File: src/rtl/jump_target_encoder_pkg.sv
// Shared definitions for the J-type target encoder.
// Holds the opcode constants, error-bit positions, the FIFO entry layout,
// the FIFO occupancy states and the error-detect helper used by the top.
package jump_target_encoder_pkg;

  localparam logic [5:0] OP_J   = 6'b000010;
  localparam logic [5:0] OP_JAL = 6'b000011;

  // Bit positions inside the 2-bit error vector
  localparam int ERR_MISALIGN = 0;
  localparam int ERR_REGION   = 1;

  localparam int ERR_W   = 2;
  localparam int INDEX_W = 26;
  localparam int ENTRY_W = ERR_W + INDEX_W;

  // One buffered result: error flags alongside the encoded index
  typedef struct packed {
    logic [ERR_W-1:0]   err;
    logic [INDEX_W-1:0] index;
  } jte_entry_t;

  // FIFO occupancy, the only state the block has
  typedef enum logic [1:0] {
    OCC_EMPTY   = 2'b00,
    OCC_PARTIAL = 2'b01,
    OCC_FULL    = 2'b10
  } occ_state_t;

  // Error flags for a target: low address bits set, or a target outside
  // the 256 MB region selected by the delay-slot PC.
  function automatic logic [ERR_W-1:0] jte_err(input logic [31:0] target,
                                               input logic [3:0]  pc_hi);
    logic [ERR_W-1:0] e;
    e               = 2'b00;
    e[ERR_MISALIGN] = (target[1:0] != 2'b00);
    e[ERR_REGION]   = (target[31:28] != pc_hi);
    return e;
  endfunction

endpackage

File: src/rtl/jte_fifo.sv
// Synchronous FIFO buffering encoded jump results.
// Ports:
//   clk, rst        clock and synchronous active-high reset
//   push, push_data write request and payload (ignored while full)
//   pop             retire the head (ignored while empty)
//   head_data       current head entry, zero while empty
//   head_valid      FIFO holds at least one entry
//   can_push        FIFO is not full; derived from registered state only
module jte_fifo
  import jump_target_encoder_pkg::*;
#(
  parameter int DEPTH = 4,
  parameter int W     = ENTRY_W
) (
  input  logic         clk,
  input  logic         rst,
  input  logic         push,
  input  logic [W-1:0] push_data,
  input  logic         pop,
  output logic [W-1:0] head_data,
  output logic         head_valid,
  output logic         can_push
);

  localparam int PTR_W = $clog2(DEPTH);
  localparam logic [PTR_W:0] FULL_CNT = DEPTH[PTR_W:0];

  logic [W-1:0]     mem_r [DEPTH];
  logic [PTR_W-1:0] wr_ptr_r;
  logic [PTR_W-1:0] rd_ptr_r;
  logic [PTR_W:0]   count_r;
  occ_state_t       occ_s;
  logic             push_s;
  logic             pop_s;

  // Classify occupancy from the registered count
  always_comb begin
    occ_s = OCC_PARTIAL;
    if (count_r == {(PTR_W+1){1'b0}}) begin
      occ_s = OCC_EMPTY;
    end else if (count_r == FULL_CNT) begin
      occ_s = OCC_FULL;
    end else begin
      occ_s = OCC_PARTIAL;
    end
  end

  // Qualify requests and present the head
  always_comb begin
    head_valid = 1'b0;
    can_push   = 1'b1;
    head_data  = {W{1'b0}};
    case (occ_s)
      OCC_EMPTY: begin
        head_valid = 1'b0;
        can_push   = 1'b1;
      end
      OCC_PARTIAL: begin
        head_valid = 1'b1;
        can_push   = 1'b1;
      end
      OCC_FULL: begin
        head_valid = 1'b1;
        can_push   = 1'b0;
      end
      default: begin
        head_valid = 1'b0;
        can_push   = 1'b0;
      end
    endcase
    if (head_valid) begin
      head_data = mem_r[rd_ptr_r];
    end else begin
      head_data = {W{1'b0}};
    end
    push_s = push & can_push;
    pop_s  = pop & head_valid;
  end

  // Storage, pointers and occupancy count; pointers wrap since DEPTH is a power of two
  always_ff @(posedge clk) begin
    if (rst) begin
      wr_ptr_r <= {PTR_W{1'b0}};
      rd_ptr_r <= {PTR_W{1'b0}};
      count_r  <= {(PTR_W+1){1'b0}};
      for (int i = 0; i < DEPTH; i++) begin
        mem_r[i] <= {W{1'b0}};
      end
    end else begin
      if (push_s) begin
        mem_r[wr_ptr_r] <= push_data;
        wr_ptr_r        <= wr_ptr_r + {{(PTR_W-1){1'b0}}, 1'b1};
      end
      if (pop_s) begin
        rd_ptr_r <= rd_ptr_r + {{(PTR_W-1){1'b0}}, 1'b1};
      end
      case ({push_s, pop_s})
        2'b10:   count_r <= count_r + {{PTR_W{1'b0}}, 1'b1};
        2'b01:   count_r <= count_r - {{PTR_W{1'b0}}, 1'b1};
        default: count_r <= count_r;
      endcase
    end
  end

endmodule

File: src/rtl/jump_target_encoder.sv
// Encodes an absolute jump target into a J/JAL instruction word.
// Ports:
//   clk, rst            clock and synchronous active-high reset
//   in_valid/in_ready   request handshake; in_ready depends only on FIFO state
//   in_target           absolute jump target
//   in_pc_hi            PC(+4)[31:28] of the jump
//   out_valid/out_ready result handshake on the FIFO head
//   out_index           target[27:2] of the head entry (0 while empty)
//   out_inst            {J_OPCODE, out_index} (0 while empty)
//   out_err             bit0 misaligned, bit1 region mismatch (0 while empty)
//   err_count           saturating count of accepted requests with errors
module jump_target_encoder
  import jump_target_encoder_pkg::*;
#(
  parameter int         DEPTH    = 4,
  parameter int         CNT_W    = 16,
  parameter logic [5:0] J_OPCODE = OP_J
) (
  input  logic             clk,
  input  logic             rst,
  input  logic             in_valid,
  output logic             in_ready,
  input  logic [31:0]      in_target,
  input  logic [3:0]       in_pc_hi,
  output logic             out_valid,
  input  logic             out_ready,
  output logic [25:0]      out_index,
  output logic [31:0]      out_inst,
  output logic [1:0]       out_err,
  output logic [CNT_W-1:0] err_count
);

  logic [ERR_W-1:0] err_s;
  jte_entry_t       wr_entry_s;
  jte_entry_t       head_s;
  logic [ENTRY_W-1:0] head_bits_s;
  logic             head_valid_s;
  logic             can_push_s;
  logic             accept_s;
  logic [CNT_W-1:0] err_count_r;

  // Encode the request; erroneous targets are still encoded with low bits dropped
  always_comb begin
    err_s            = jte_err(in_target, in_pc_hi);
    wr_entry_s.err   = err_s;
    wr_entry_s.index = in_target[27:2];
    accept_s         = in_valid & can_push_s;
  end

  jte_fifo #(
    .DEPTH (DEPTH),
    .W     (ENTRY_W)
  ) u_fifo (
    .clk        (clk),
    .rst        (rst),
    .push       (accept_s),
    .push_data  (wr_entry_s),
    .pop        (out_ready),
    .head_data  (head_bits_s),
    .head_valid (head_valid_s),
    .can_push   (can_push_s)
  );

  // Drive the output payload from the head; zeros while nothing is buffered
  always_comb begin
    head_s    = head_bits_s;
    in_ready  = can_push_s;
    out_valid = head_valid_s;
    if (head_valid_s) begin
      out_index = head_s.index;
      out_err   = head_s.err;
      out_inst  = {J_OPCODE, head_s.index};
    end else begin
      out_index = 26'd0;
      out_err   = 2'b00;
      out_inst  = 32'd0;
    end
  end

  // Count accepted requests carrying any error, holding at all-ones
  always_ff @(posedge clk) begin
    if (rst) begin
      err_count_r <= {CNT_W{1'b0}};
    end else if (accept_s && (err_s != 2'b00) && (err_count_r != {CNT_W{1'b1}})) begin
      err_count_r <= err_count_r + {{(CNT_W-1){1'b0}}, 1'b1};
    end else begin
      err_count_r <= err_count_r;
    end
  end

  assign err_count = err_count_r;

endmodule
File: config.mk
export PLATFORM = sky130hd
export DESIGN_NAME = jump_target_encoder
export DESIGN_NICKNAME = d
export VERILOG_FILES = /design/src/rtl/jump_target_encoder_pkg.sv /design/src/rtl/jte_fifo.sv /design/src/rtl/jump_target_encoder.sv
export SDC_FILE = /design/constraint.sdc
export NUM_CORES = 1
export LEC_CHECK = 0
export CAP_MARGIN = 15
export CORE_MARGIN = 1.5
export CORE_UTILIZATION = 26
export DETAILED_ROUTE_END_ITERATION = 7
export GPL_TIMING_DRIVEN = 1
export SYNTH_ARGS = -nofsm -noshare
export SYNTH_HDL_FRONTEND = slang
export SYNTH_SLANG_ARGS = --single-unit
File: constraint.sdc
create_clock -name clk -period 2.7 [get_ports clk]
set_input_delay 0.54 -clock clk [delete_from_list [all_inputs] [get_ports clk]]
set_output_delay 0.54 -clock clk [all_outputs]
set_load 0.01 [all_outputs]
==> flow_summary.toml <==
[routing]
drtAntennaViolNets = 0
drtIter0Drc = 227
vias = 4086
avgRoutedWirePerCell_um = 15.3
viasPerCell = 4.32
dr.pass1.iters = 4
drcViolationCount = 0
drt_wl_total_um = 14500

[worst_setup_path]
crit_path_end_kind = "primary output"
reg2reg_depth = 9
crit_path_top_delay_cell = "mux4_2"
worstPathCellList = "buf_12, mux4_2, and2_1, clkdlybuf4s50_1"
path_max_fanout = 9
crit_type = "reg2out"
critPathMaxStageDelay_ns = 0.49
r2r_start = "u_fifo.count_r[0]"
rr_endpoint = "u_fifo.count_r[2]"
cp.required_ns = 2.16
cp_data_arrival_time_ns = 2.08
start_kind = "register"
rrSetupSlack_ns = 0.31

[clock_network]
htree_levels = 4
cts_sinks = 137
ctsHoldBuffers = 0
cts_tree = "yes"
clock_latency_ns = 0.41
cts_buffer_depth = 2
cts_root_buf = "clkbuf_16"
clkTransAtPathRegs_ns = 0.06
numCtsBuffers = 17

[grt]
grt_pass1_wl_um = 22900
grt_usage_pct = 11.9
grt_max_degree = 31
antenna_found_initial = 0
grt_pass1_vias = 4173
grt_overflow = 0

[final_layout]
drive_gt1_share_pct = 15.5
stdcell_area_sq_um = 8500
synthToLayoutAreaGrowth_pct = 33.3
nets = 651

[placed_design]
dp_hpwl_um = 9100
gp_congestion = 0.738
pre_cts_ws_ns = 0.128
numPortBuffers = 112
post_dp_cell_area_sq_um = 7830

[logic_synthesis]
synth.most_common_cell = "edfxtp_1"
synth_ff_type = "edfxtp_1"
ys_async_sr_fraction_pct = 0
ys_seq_area_share_pct = 60.6
ys_ff_latch = 137
syn_area_sq_um = 6380
synth.top_cell.area_share_pct = 52.7
syn_inst = 512
yosys-top-cells-count = "edfxtp_1, nor2_1, and2_1"
synthTopCellsByArea = "edfxtp_1, mux4_2, dfxtp_1"
synth.avg_cell_area_sq_um = 12.5
synth_warnings = 0
synth_cell_types = 47
synth_edf_count = 112
synth_top_area_cell = "edfxtp_1"

[worst_hold_path]
hp-class = "reg2reg"
min_delay_path_depth = 2
min_to = "u_fifo.count_r[2]"
min-delay-start = "u_fifo.count_r[2]"

[pwr]
irDropWorstVdd_uv = 378
p_leak_nw = 3.51
finalPower_mw = 7.48
power_density_nw_per_um2 = 880

[timing]
relSlewSlack_pct = 61.9
layout_min_cycle_time_ns = 2.62
rsz0062_at_grt = "no"
skew_ns = 0.00753
finalCritPeriodShare_pct = 96.9
hold_viol_final = 0
report.final.slew_viol_count = 0
fin_ws_ns = 0.0826
worst_pin_slew_ns = 0.569
max_freq_mhz = 382
timing.hold.ws_ns = 0.511
setup_violations = 0

[floorplanning]
die_x_um = 160
die_y_um = 160
die_area_sq_um = 25500
start_util_pct = 26.4
ioPinCount = 118
fp-row-count = 57
core_sq_um = 24200

[job]
cap_violations = 0

[run_status]
status = "complete, no violations"
-- layout make-up --
class / count / area, sq um
Fill cell: 2363 / 15700
Multi-Input combinational cell: 286 / 2080
Inverter: 33 / 124
Antenna cell: 1 / 2.50
Clock buffer: 17 / 425
Tap cell: 324 / 405
Sequential cell: 137 / 3870
Clock inverter: 15 / 236
Timing Repair Buffer: 133 / 1360
-- worst max-delay path by stage --
stage / start / end / slack [ns] / depth (start not counted)
3_3_place_gp: in_target[29] / err_count[7] / 0.17 / 8
3_5_place_dp: in_target[29] / err_count[7] / 0.13 / 8
5_1_grt: register / out_inst[24] / 0.003 / 4
4_1_cts: register / out_err[1] / -0.01 / 4
6_report: register / out_inst[24] / 0.08 / 4
2_1_floorplan: u_fifo.count_r[0] / u_fifo.mem_r[1][0] / 0.05 / 5
-- layout by cell type (no fill, tap or decap), types with 3 or more instances in the layout --
master | Yosys | routed
a21oi_1 | 14 | 14
and2_1 | 56 | 56
and4_1 | 3 | 3
buf_12 | 0 | 7
buf_4 | 33 | 13
bufinv_16 | 0 | 5
clkbuf_16 | 0 | 17
clkdlybuf4s50_1 | 0 | 60
conb_1 | 1 | 5
dfxtp_1 | 25 | 23
dlygate4sd2_1 | 0 | 38
dlymetal6s2s_1 | 0 | 14
edfxtp_1 | 112 | 112
inv_1 | 32 | 32
inv_6 | 0 | 4
mux4_2 | 28 | 28
nand2_1 | 32 | 32
nand3_1 | 5 | 5
nand4_1 | 3 | 3
nor2_1 | 70 | 69
nor4_1 | 3 | 3
o21ai_0 | 10 | 10
or3_1 | 11 | 11
xnor2_1 | 3 | 3
xor2_1 | 9 | 9
-- power by group --
part | switching (mW) | internal, mW | total, mW
sequential | 0.106 | 2.55 | 2.65
clock | 0.934 | 1.66 | 2.60
combinational | 1.10 | 1.13 | 2.23
total | 2.14 | 5.34 | 7.48
-- cells by family after synthesis --
family,share of synthesized area (%)
other,0.0588
flip-flops,60.6
buffers and inverters,7.53
adder cells (fa/ha/maj),0.706
AO/OA/AOI/OAI,3.39
XOR/XNOR,1.65
multiplexers,10.0
AND/OR/NAND/NOR,16.0
-- registers in the layout, summed over array words and instances (netlist names), named ones only --
register and flops:
u_fifo.wr_ptr_r 2, u_fifo.count_r 3, u_fifo.mem_r 112, err_count 16, u_fifo.rd_ptr_r 2
-- metrics by stage --
stage / utilization (%) / setup TNS, ns / std cells
2_1_floorplan: - / 0 / 516
3_3_place_gp: 32.4 / 0 / 912
3_5_place_dp: 32.4 / 0 / 912
4_1_cts: 35.0 / -0.0148 / 944
5_1_grt: 35.1 / 0 / 945
6_report: 35.2 / 0 / 946
-- critical path, delay by kind of cell (launching register included) --
kind                   cells  cell delay [ns]
buffers and inverters      2             0.63
muxes                      1             0.49
DFF                        1             0.37
and+or+nand+nor            1             0.17
-- per-layer routing --
| metal | track usage, % | up-vias | routed length [um] |
|---|---|---|---|
| met5 | 0 | - | 0 |
| met4 | 3.22 | 0 | 174 |
| met3 | 3.51 | 13 | 649 |
| met2 | 20.1 | 120 | 7230 |
| met1 | 14.8 | 1983 | 6420 |
| li1 | - | 1970 | - |
-- timing repair --
action | CTS | global route
gates resized for setup | 41 | 15
endpoints found under the setup margin | 54 | 16
buffers inserted | 0 | 1
No activity file was read; power rests on OpenSTA's default activity.
